**src/rtl/register_bank_16x16.sv**
```systemverilog
// register_bank_16x16
// Sixteen WIDTH-bit datapath registers with one write port, one
// increment/decrement port and a sequenced clear engine that zeroes one
// register per cycle, starting at CLR_START.
// Optional build macro REG0_HARDWIRED_ZERO_EN: register 0 reads as constant
// zero, and writes or inc/dec aimed at it are silently ignored.
//
// state    | meaning
// ---------+------------------------------------------------------------
// ST_IDLE  | normal operation: writes and inc/dec accepted
// ST_CLEAR | clear engine running; one register zeroed per cycle,
//          | every write and inc/dec request dropped
module register_bank_16x16 #(
   parameter int         WIDTH     = 16,
   parameter logic [3:0] CLR_START = 4'd0
) (
   input  logic             clk,
   input  logic             reset,
   input  logic             wr_en,
   input  logic [3:0]       wr_addr,
   input  logic [WIDTH-1:0] wr_data,
   input  logic             incdec_en,
   input  logic [3:0]       incdec_addr,
   input  logic             incdec_dir,
   input  logic             clr_req,
   output logic [WIDTH-1:0] data0,
   output logic [WIDTH-1:0] data1,
   output logic [WIDTH-1:0] data2,
   output logic [WIDTH-1:0] data3,
   output logic [WIDTH-1:0] data4,
   output logic [WIDTH-1:0] data5,
   output logic [WIDTH-1:0] data6,
   output logic [WIDTH-1:0] data7,
   output logic [WIDTH-1:0] data8,
   output logic [WIDTH-1:0] data9,
   output logic [WIDTH-1:0] data10,
   output logic [WIDTH-1:0] data11,
   output logic [WIDTH-1:0] data12,
   output logic [WIDTH-1:0] data13,
   output logic [WIDTH-1:0] data14,
   output logic [WIDTH-1:0] data15,
   output logic             busy,
   output logic             clr_done,
   output logic             wr_drop,
   output logic             wrap_flag
);

   localparam logic [0:0]       ST_IDLE  = 1'b0;
   localparam logic [0:0]       ST_CLEAR = 1'b1;
   // The clear index wraps mod 16, so the last register cleared is the one
   // just before the starting index.
   localparam logic [3:0]       CLR_LAST = CLR_START - 4'd1;
   localparam logic [WIDTH-1:0] ONE      = {{(WIDTH-1){1'b0}}, 1'b1};

   logic [WIDTH-1:0] reg_q [16];
   logic [WIDTH-1:0] reg_d [16];
   logic [0:0]       state_q, state_d;
   logic [3:0]       cnt_q, cnt_d;
   logic             clr_done_q, clr_done_d;
   logic             wr_drop_q, wr_drop_d;
   logic             wrap_flag_q, wrap_flag_d;

   logic [WIDTH-1:0] incdec_cur;
   logic [WIDTH-1:0] incdec_nxt;
   logic             incdec_wraps;
   logic             wr_ok;
   logic             incdec_ok;
   logic             same_addr_clash;

   // Inc/dec arithmetic on the addressed register, and address qualification.
   always_comb begin
      incdec_cur   = reg_q[incdec_addr];
      incdec_nxt   = incdec_dir ? (incdec_cur - ONE) : (incdec_cur + ONE);
      incdec_wraps = incdec_dir ? (incdec_cur == '0) : (incdec_cur == '1);
`ifdef REG0_HARDWIRED_ZERO_EN
      wr_ok        = (wr_addr != 4'd0);
      incdec_ok    = (incdec_addr != 4'd0);
`else
      wr_ok        = 1'b1;
      incdec_ok    = 1'b1;
`endif
      // A clash on a hardwired register 0 is ignored outright, not dropped.
      same_addr_clash = wr_en && incdec_en && wr_ok && (wr_addr == incdec_addr);
   end

   // Next-state logic for the bank, the FSM and the status pulses.
   always_comb begin
      reg_d       = reg_q;
      state_d     = state_q;
      cnt_d       = cnt_q;
      clr_done_d  = 1'b0;
      wr_drop_d   = 1'b0;
      wrap_flag_d = wrap_flag_q;
      case (state_q)
         ST_IDLE: begin
            if (incdec_en && incdec_ok && !same_addr_clash) begin
               reg_d[incdec_addr] = incdec_nxt;
               if (incdec_wraps) begin
                  wrap_flag_d = 1'b1;
               end
            end
            if (wr_en && wr_ok) begin
               reg_d[wr_addr] = wr_data;
            end
            wr_drop_d = same_addr_clash;
            // Entering CLEAR wipes the wrap history, even one set this cycle.
            if (clr_req) begin
               state_d     = ST_CLEAR;
               wrap_flag_d = 1'b0;
            end
         end
         ST_CLEAR: begin
            reg_d[cnt_q] = '0;
            cnt_d        = cnt_q + 4'd1;
            wr_drop_d    = wr_en || incdec_en;
            if (cnt_q == CLR_LAST) begin
               state_d    = ST_IDLE;
               clr_done_d = 1'b1;
            end
         end
         default: begin
            state_d = ST_IDLE;
            cnt_d   = CLR_START;
         end
      endcase
`ifdef REG0_HARDWIRED_ZERO_EN
      reg_d[0] = '0;
`endif
   end

   // State registers with synchronous reset.
   always_ff @(posedge clk) begin
      if (reset) begin
         for (int i = 0; i < 16; i++) begin
            reg_q[i] <= '0;
         end
         state_q     <= ST_IDLE;
         cnt_q       <= CLR_START;
         clr_done_q  <= 1'b0;
         wr_drop_q   <= 1'b0;
         wrap_flag_q <= 1'b0;
      end else begin
         reg_q       <= reg_d;
         state_q     <= state_d;
         cnt_q       <= cnt_d;
         clr_done_q  <= clr_done_d;
         wr_drop_q   <= wr_drop_d;
         wrap_flag_q <= wrap_flag_d;
      end
   end

`ifdef REG0_HARDWIRED_ZERO_EN
   assign data0 = '0;
`else
   assign data0 = reg_q[0];
`endif
   assign data1     = reg_q[1];
   assign data2     = reg_q[2];
   assign data3     = reg_q[3];
   assign data4     = reg_q[4];
   assign data5     = reg_q[5];
   assign data6     = reg_q[6];
   assign data7     = reg_q[7];
   assign data8     = reg_q[8];
   assign data9     = reg_q[9];
   assign data10    = reg_q[10];
   assign data11    = reg_q[11];
   assign data12    = reg_q[12];
   assign data13    = reg_q[13];
   assign data14    = reg_q[14];
   assign data15    = reg_q[15];
   assign busy      = (state_q == ST_CLEAR);
   assign clr_done  = clr_done_q;
   assign wr_drop   = wr_drop_q;
   assign wrap_flag = wrap_flag_q;

endmodule

```
**config.mk**
```make
export PLATFORM = sky130hd
export DESIGN_NAME = register_bank_16x16
export DESIGN_NICKNAME = d
export VERILOG_FILES = /design/src/rtl/register_bank_16x16.sv
export SDC_FILE = /design/constraint.sdc
export NUM_CORES = 1
export LEC_CHECK = 0
export BUFFER_PORTS_ARGS = -buffer_cell sky130_fd_sc_hd__buf_4
export CAP_MARGIN = 20
export CORE_MARGIN = 2
export CORE_UTILIZATION = 30
export DETAILED_ROUTE_END_ITERATION = 10
export PLACE_DENSITY = 0.51
export SKIP_LAST_GASP = 1
export SLEW_MARGIN = 20
export SYNTH_ARGS = -nofsm -noshare
export SYNTH_HDL_FRONTEND = slang
export SYNTH_SLANG_ARGS = --single-unit
```
**constraint.sdc**
```tcl
create_clock -name clk -period 3.5 [get_ports clk]
set_input_delay 0.175 -clock clk [delete_from_list [all_inputs] [get_ports clk]]
set_output_delay 0.175 -clock clk [all_outputs]
set_load 0.02 [all_outputs]
```
=== Word-level counts from Yosys, hierarchy flattened ===
Index checks and enable logic that the tools add are counted.

* Logic and storage cells: 77
* Input port bits: 30
* Register bits: 264
* Output and inout port bits: 260

* Reductions and logical operators: 13
* Order comparisons: 6
* Muxes and demuxes: 25
* Bitwise gates (word level): 6
* Equality and inequality tests: 3
* $add $sub $neg: 3

{| class="wikitable"
|+ Operators with widths
! kind !! number
|-
| 256-bit two-way mux || 3
|-
| 256-bit bitwise mux || 2
|-
| 256-bit case mux with 2 select lines || 1
|-
| 256-bit AND || 1
|-
| 256-bit inverter || 1
|-
| 16-bit demux with 4-bit select || 3
|-
| 16-bit two-way mux || 6
|-
| 16-bit binary-select mux with 4-bit select || 1
|-
| 16-bit by 1-bit adder with 16-bit output (second input constant) || 1
|-
| 16-bit == test (second input constant) || 1
|-
| 16-bit logical NOT || 1
|-
| 16-bit by 1-bit subtractor with 16-bit output (second input constant) || 1
|-
| 5-bit greater-or-equal comparator (second input constant) || 3
|-
| 5-bit by 1-bit less-than comparator with 1-bit output (second input constant) || 3
|-
| 4-bit inverter with 5-bit output || 3
|-
| 1-bit two-way mux || 7
|-
| 1-bit logical AND || 6
|-
| 4-bit by 1-bit adder with 4-bit output (second input constant) || 1
|-
| 4-bit == test || 1
|-
| 4-bit == test (second input constant) || 1
|-
| 1-bit case mux with 2 select lines || 2
|-
| 2-bit nonzero test || 2
|-
| 3-bit AND reduction || 1
|-
| 2-bit OR reduction || 1
|-
| other kinds (3) || 3
|}

=== Longest topological paths before layout ===
* Word-level depth: 12
* Depth in mapped cells: 17
* Depth with buffers taken out: 13

=== Worst setup path before layout ===
OpenSTA, ideal clock, no wires.

* Path kind: in2reg
* Start: input port incdec_addr[0]
* End: register reg_q, in the netlist data11[14]
* Path slack: -310 ps
* Data required time: 3370 ps
* Setup time: 130 ps
* Cell stages on the path: 16
* Arrival: 3680 ps
* Path buffers: 4
* Path through: buf_2 > buf_2 > buf_2 > mux4_2 > a22oi_1 > nand2_1 > ha_1 > nor2b_1 > o21bai_1 > a21boi_0 > o21ai_0 > o2111ai_1 > o211ai_1 > mux2i_1 > clkbuf_1 > o21ai_0

* Cells in the longest elaborated chain, start to end: 12
* Elaborated cells on any way between the ends: 22
* Those cells by class: add/sub (2); order compare (2); eq/ne (1); mux (12); bitwise (1); reduce/logical (4)

{| class="wikitable"
|+ RTL lines
! item !! line !! RTL
|-
| start, declared || 23 || <nowiki>input logic [3:0] incdec_addr,</nowiki>
|-
| 4-bit inverter with 5-bit output (not written as such) || 72, 97 ||
|-
| 16-bit binary-select mux with 4-bit select || 72 || <nowiki>incdec_cur = reg_q[incdec_addr];</nowiki>
|-
| 16-bit two-way mux (not written as such) (2 in series) || 72 ||
|-
| 16-bit by 1-bit adder with 16-bit output / 16-bit by 1-bit subtractor with 16-bit output (equally long branches) || 73 || <nowiki>incdec_nxt = incdec_dir ? (incdec_cur - ONE) : (incdec_cur + ONE);</nowiki>
|-
| 16-bit two-way mux || 73 ||
|-
| 256-bit bitwise mux || 97 || <nowiki>reg_d[incdec_addr] = incdec_nxt;</nowiki>
|-
| 256-bit two-way mux * || 96 || <nowiki>if (incdec_en && incdec_ok && !same_addr_clash) begin</nowiki>
|-
| 256-bit two-way mux * || 94 || <nowiki>case (state_q)</nowiki>
|-
| 256-bit bitwise mux || 103 || <nowiki>reg_d[wr_addr] = wr_data;</nowiki>
|-
| 256-bit two-way mux * || 102 || <nowiki>if (wr_en && wr_ok) begin</nowiki>
|-
| 256-bit case mux with 2 select lines * || 94 ||
|-
| end signal, assigned || 143 || <nowiki>reg_q <= reg_d;</nowiki>
|-
| end, declared || 55 || <nowiki>logic [WIDTH-1:0] reg_q [16];</nowiki>
|}

Mark *: on every way between the ends. The rest lies on a longest branch, timed or not. The select of a mux whose other input is x is not followed.
A chain may end at the register's enable or synchronous reset.

=== Final worst setup path ===
* Start: register reg_q, in the netlist data4[7]
* End: register reg_q, in the netlist data9[11]

* Cells in the longest elaborated chain, start to end: 11
* Elaborated cells on any way between the ends: 12
* Those cells by class: add/sub (2); mux (10)

{| class="wikitable"
|+ RTL lines
! item !! line
|-
| 16-bit binary-select mux with 4-bit select * || 72
|-
| 16-bit two-way mux (not written as such) * (2 in series) || 72
|-
| 16-bit by 1-bit adder with 16-bit output / 16-bit by 1-bit subtractor with 16-bit output (equally long branches) || 73
|-
| 16-bit two-way mux * || 73
|-
| 256-bit bitwise mux * || 97
|-
| 256-bit two-way mux * || 96
|-
| 256-bit two-way mux * || 94
|-
| 256-bit bitwise mux || 103
|-
| 256-bit two-way mux * || 102
|-
| 256-bit case mux with 2 select lines * || 94
|}

Marked as above.

==> results.sh <==
export IMPL_status="completed"
export IMPL_yosysTopAreaCellShare=0.354
export IMPL_clk_latency_ns=0.55
export IMPL_cp_start_kind="register"
export IMPL_synthCells=1851
export IMPL_antenna_left=0
export IMPL_grtUsageTotal=0.276
export IMPL_finalMaxSlewViolations=0
export IMPL_layout_nets=2228
export IMPL_yosysUniqueCellTypes=55
export IMPL_min_delay_path_depth=3
export IMPL_post_place_ws_ns=-0.230
export IMPL_die_x_um=227
export IMPL_antenna_cells=0
export IMPL_drv_cap=0
export IMPL_cp_max_fo=7
export IMPL_tritoncts="done"
export IMPL_setup_ws_ns=0.133
export IMPL_fmax_ghz=0.297
export IMPL_drt_iter0_markers=1918
export IMPL_vias=17000
export IMPL_final_setup_skew_ns=0.0156
export IMPL_required_ns=3.97
export IMPL_stdcell_count=2867
export IMPL_synth_ff_type="dfxtp_1"
export IMPL_dp_hpwl_mm=56.6
export IMPL_num_fill_cells=4968
export IMPL_rr_worst_depth=12
export IMPL_final_cell_mix="buf_4, o21ai_0, nand2_1"
export IMPL_period_needed_ns=3.37
export IMPL_area_growth_pct=33.4
export IMPL_clockBufferDepth=3
export IMPL_clockRootBuffer="clkbuf_16"
export IMPL_timing_slew_headroom=0.416
export IMPL_cts_made_buffers=34
export IMPL_power_static_leakage_nw=7.81
export IMPL_grt_ovfl_total=0
export IMPL_min_period_over_period=0.962
export IMPL_gp_congestion=0.915
export IMPL_via_per_inst=5.94
export IMPL_wl_per_cell_um=25.5
export IMPL_drive_gt1_frac=0.276
export IMPL_start_util=0.305
export IMPL_synth_net_count=1900
export IMPL_post_route_drc_count=0
export IMPL_die_y_um=227
export IMPL_cts_reportedPaths_clkPinSlew_ns=0.06
export IMPL_ys_seq_area_frac=0.354
export IMPL_layout_commonest_cell="buf_4"
export IMPL_synth_area_leaders="dfxtp_1, o21ai_0, mux4_2, a22oi_1, nand2_1"
export IMPL_place_port_buffers=289
export IMPL_fp_dieArea_um2=51600
export IMPL_yosys_warnings=0
export IMPL_synth_seq_cells=264
export IMPL_synth_edff_count=0
export IMPL_grt_pass1_vias=15700
export IMPL_synth_area_per_cell_um2=8.08
export IMPL_timing_hold_worst_class="in2reg"
export IMPL_worstMarginPinSlew_ns=0.870
export IMPL_rrSetupSlack_ns=0.13
export IMPL_grt_start_max_net_pins=74
export IMPL_drt_pass1_iterations=7
export IMPL_cts_sinks=264
export IMPL_irDropWorstVdd_mv=0.249
export IMPL_crit_reg2reg_launch="data4[7]"
export IMPL_holdWs_ns=0.0179
export IMPL_r2r_end="data9[11]"
export IMPL_p_per_area_nw_per_um2=424
export IMPL_pin_count=290
export IMPL_post_cts_buffers=0
export IMPL_hold_viol=0
export IMPL_async_flop_share=0
export IMPL_cp_endpoint="data9[11]"
export IMPL_cp_startpoint="data4[7]"
export IMPL_dpl_cell_count=2800
export IMPL_cp_data_arrival_time_ns=3.84
export IMPL_grt_first_pass_wirelength_mm=106
export IMPL_synth_largest_area_cell="dfxtp_1"
export IMPL_antenna_found_initial=0
export IMPL_design_core_area_um2=49100
export IMPL_netlist_area_um2=14900
export IMPL_finalSetupViolations=0
export IMPL_critPathKind="reg2reg"
export IMPL_num_rows=81
export IMPL_h_tree_depth=2
export IMPL_wirelength_mm=73.1
export IMPL_critPathCaptureType="register"
[worst min-delay path by stage]
| stage | from | endpoint | slack, ns |
|---|---|---|---|
| after floorplan | wr_data[11] | data0[11] | 0.31 |
| after global placement | wr_data[14] | data4[14] | 0.46 |
| after detailed placement | data10[9] | data10[9] | 0.48 |
| after CTS | incdec_en | wrap_flag | 0.006 |
| after global routing | incdec_en | wrap_flag | 0.05 |
| final | incdec_en | wrap_flag | 0.02 |
[report_power, final]
part	internal, mW	switching, mW	total, mW
combinational	0.560	0.980	1.54
sequential	3.10	0.120	3.22
clock	2.26	1.44	3.70
total	5.91	2.54	8.45
[what timing repair did]
action,in CTS,in global routing
gates resized for setup,0,13
endpoints found under the hold margin,14,0
setup endpoints to repair,0,75
hold buffers,6,0
[synth_stat cells (all sizes together) (7+ instances only)]
| library cell | count |
|---|---|
| a211oi | 10 |
| a21oi | 113 |
| a221oi | 8 |
| a22o | 15 |
| a22oi | 137 |
| a31o | 15 |
| a31oi | 19 |
| and2 | 7 |
| buf | 26 |
| clkbuf | 135 |
| dfxtp | 264 |
| ha | 18 |
| inv | 11 |
| mux4 | 65 |
| nand2 | 265 |
| nand2b | 11 |
| nand3 | 23 |
| nand4 | 7 |
| nor2 | 177 |
| nor2b | 12 |
| nor3 | 13 |
| o211ai | 59 |
| o21ai | 322 |
| o221ai | 34 |
| o31ai | 17 |
| or2 | 8 |
| xnor2 | 13 |
| xor2 | 8 |
[worst max-delay path: stages (launching register included)]
cell and delay, ns:
dfxtp_1 0.35, mux4_2 0.46, a22oi_1 0.25, nand2_1 0.17, ha_1 0.32, a21o_1 0.16, a21oi_1 0.23, o22ai_2 0.12
or3_1 0.35, o22ai_2 0.15, xor2_2 0.12, or2_2 0.43, o21ai_0 0.19
[cell type report]
class | count | area, um2 | area share
Tap cell | 664 | 831 | 0.0417
Sequential cell | 264 | 5290 | 0.265
Multi-Input combinational cell | 1416 | 9060 | 0.454
Clock buffer | 53 | 1080 | 0.0540
Timing Repair Buffer | 452 | 3560 | 0.179
Inverter | 11 | 41.3 | 0.00207
Clock inverter | 7 | 85.1 | 0.00427
[stage by stage]
stage / area, um2 / setup TNS, ns / utilization / power (mW)
final: 19900 / 0 / 0.406 / 8.45
after global routing: 19900 / -0.0349 / 0.406 / 8.70
after CTS: 19900 / 0 / 0.405 / 8.45
after detailed placement: 18700 / -10.25 / 0.380 / 4.77
after global placement: 18700 / -3.82 / 0.380 / 4.76
after floorplan: 15000 / -0.0314 / - / 4.06
[logic make-up after synthesis]
logic type | count (synthesis) | synth area share
flops | 264 | 0.354
mux | 72 | 0.103
buf+inv | 172 | 0.0456
compound gates | 770 | 0.321
xor+xnor | 21 | 0.0133
fa+ha+maj | 19 | 0.0164
simple gates | 533 | 0.147
[metal layers]
layer | track usage | part of all wire
met2 | 0.454 | 0.47
met1 | 0.362 | 0.40
met3 | 0.0416 | 0.086
met5 | 0 | 0
met4 | 0.111 | 0.038
No activity file was read; power rests on OpenSTA's default activity.
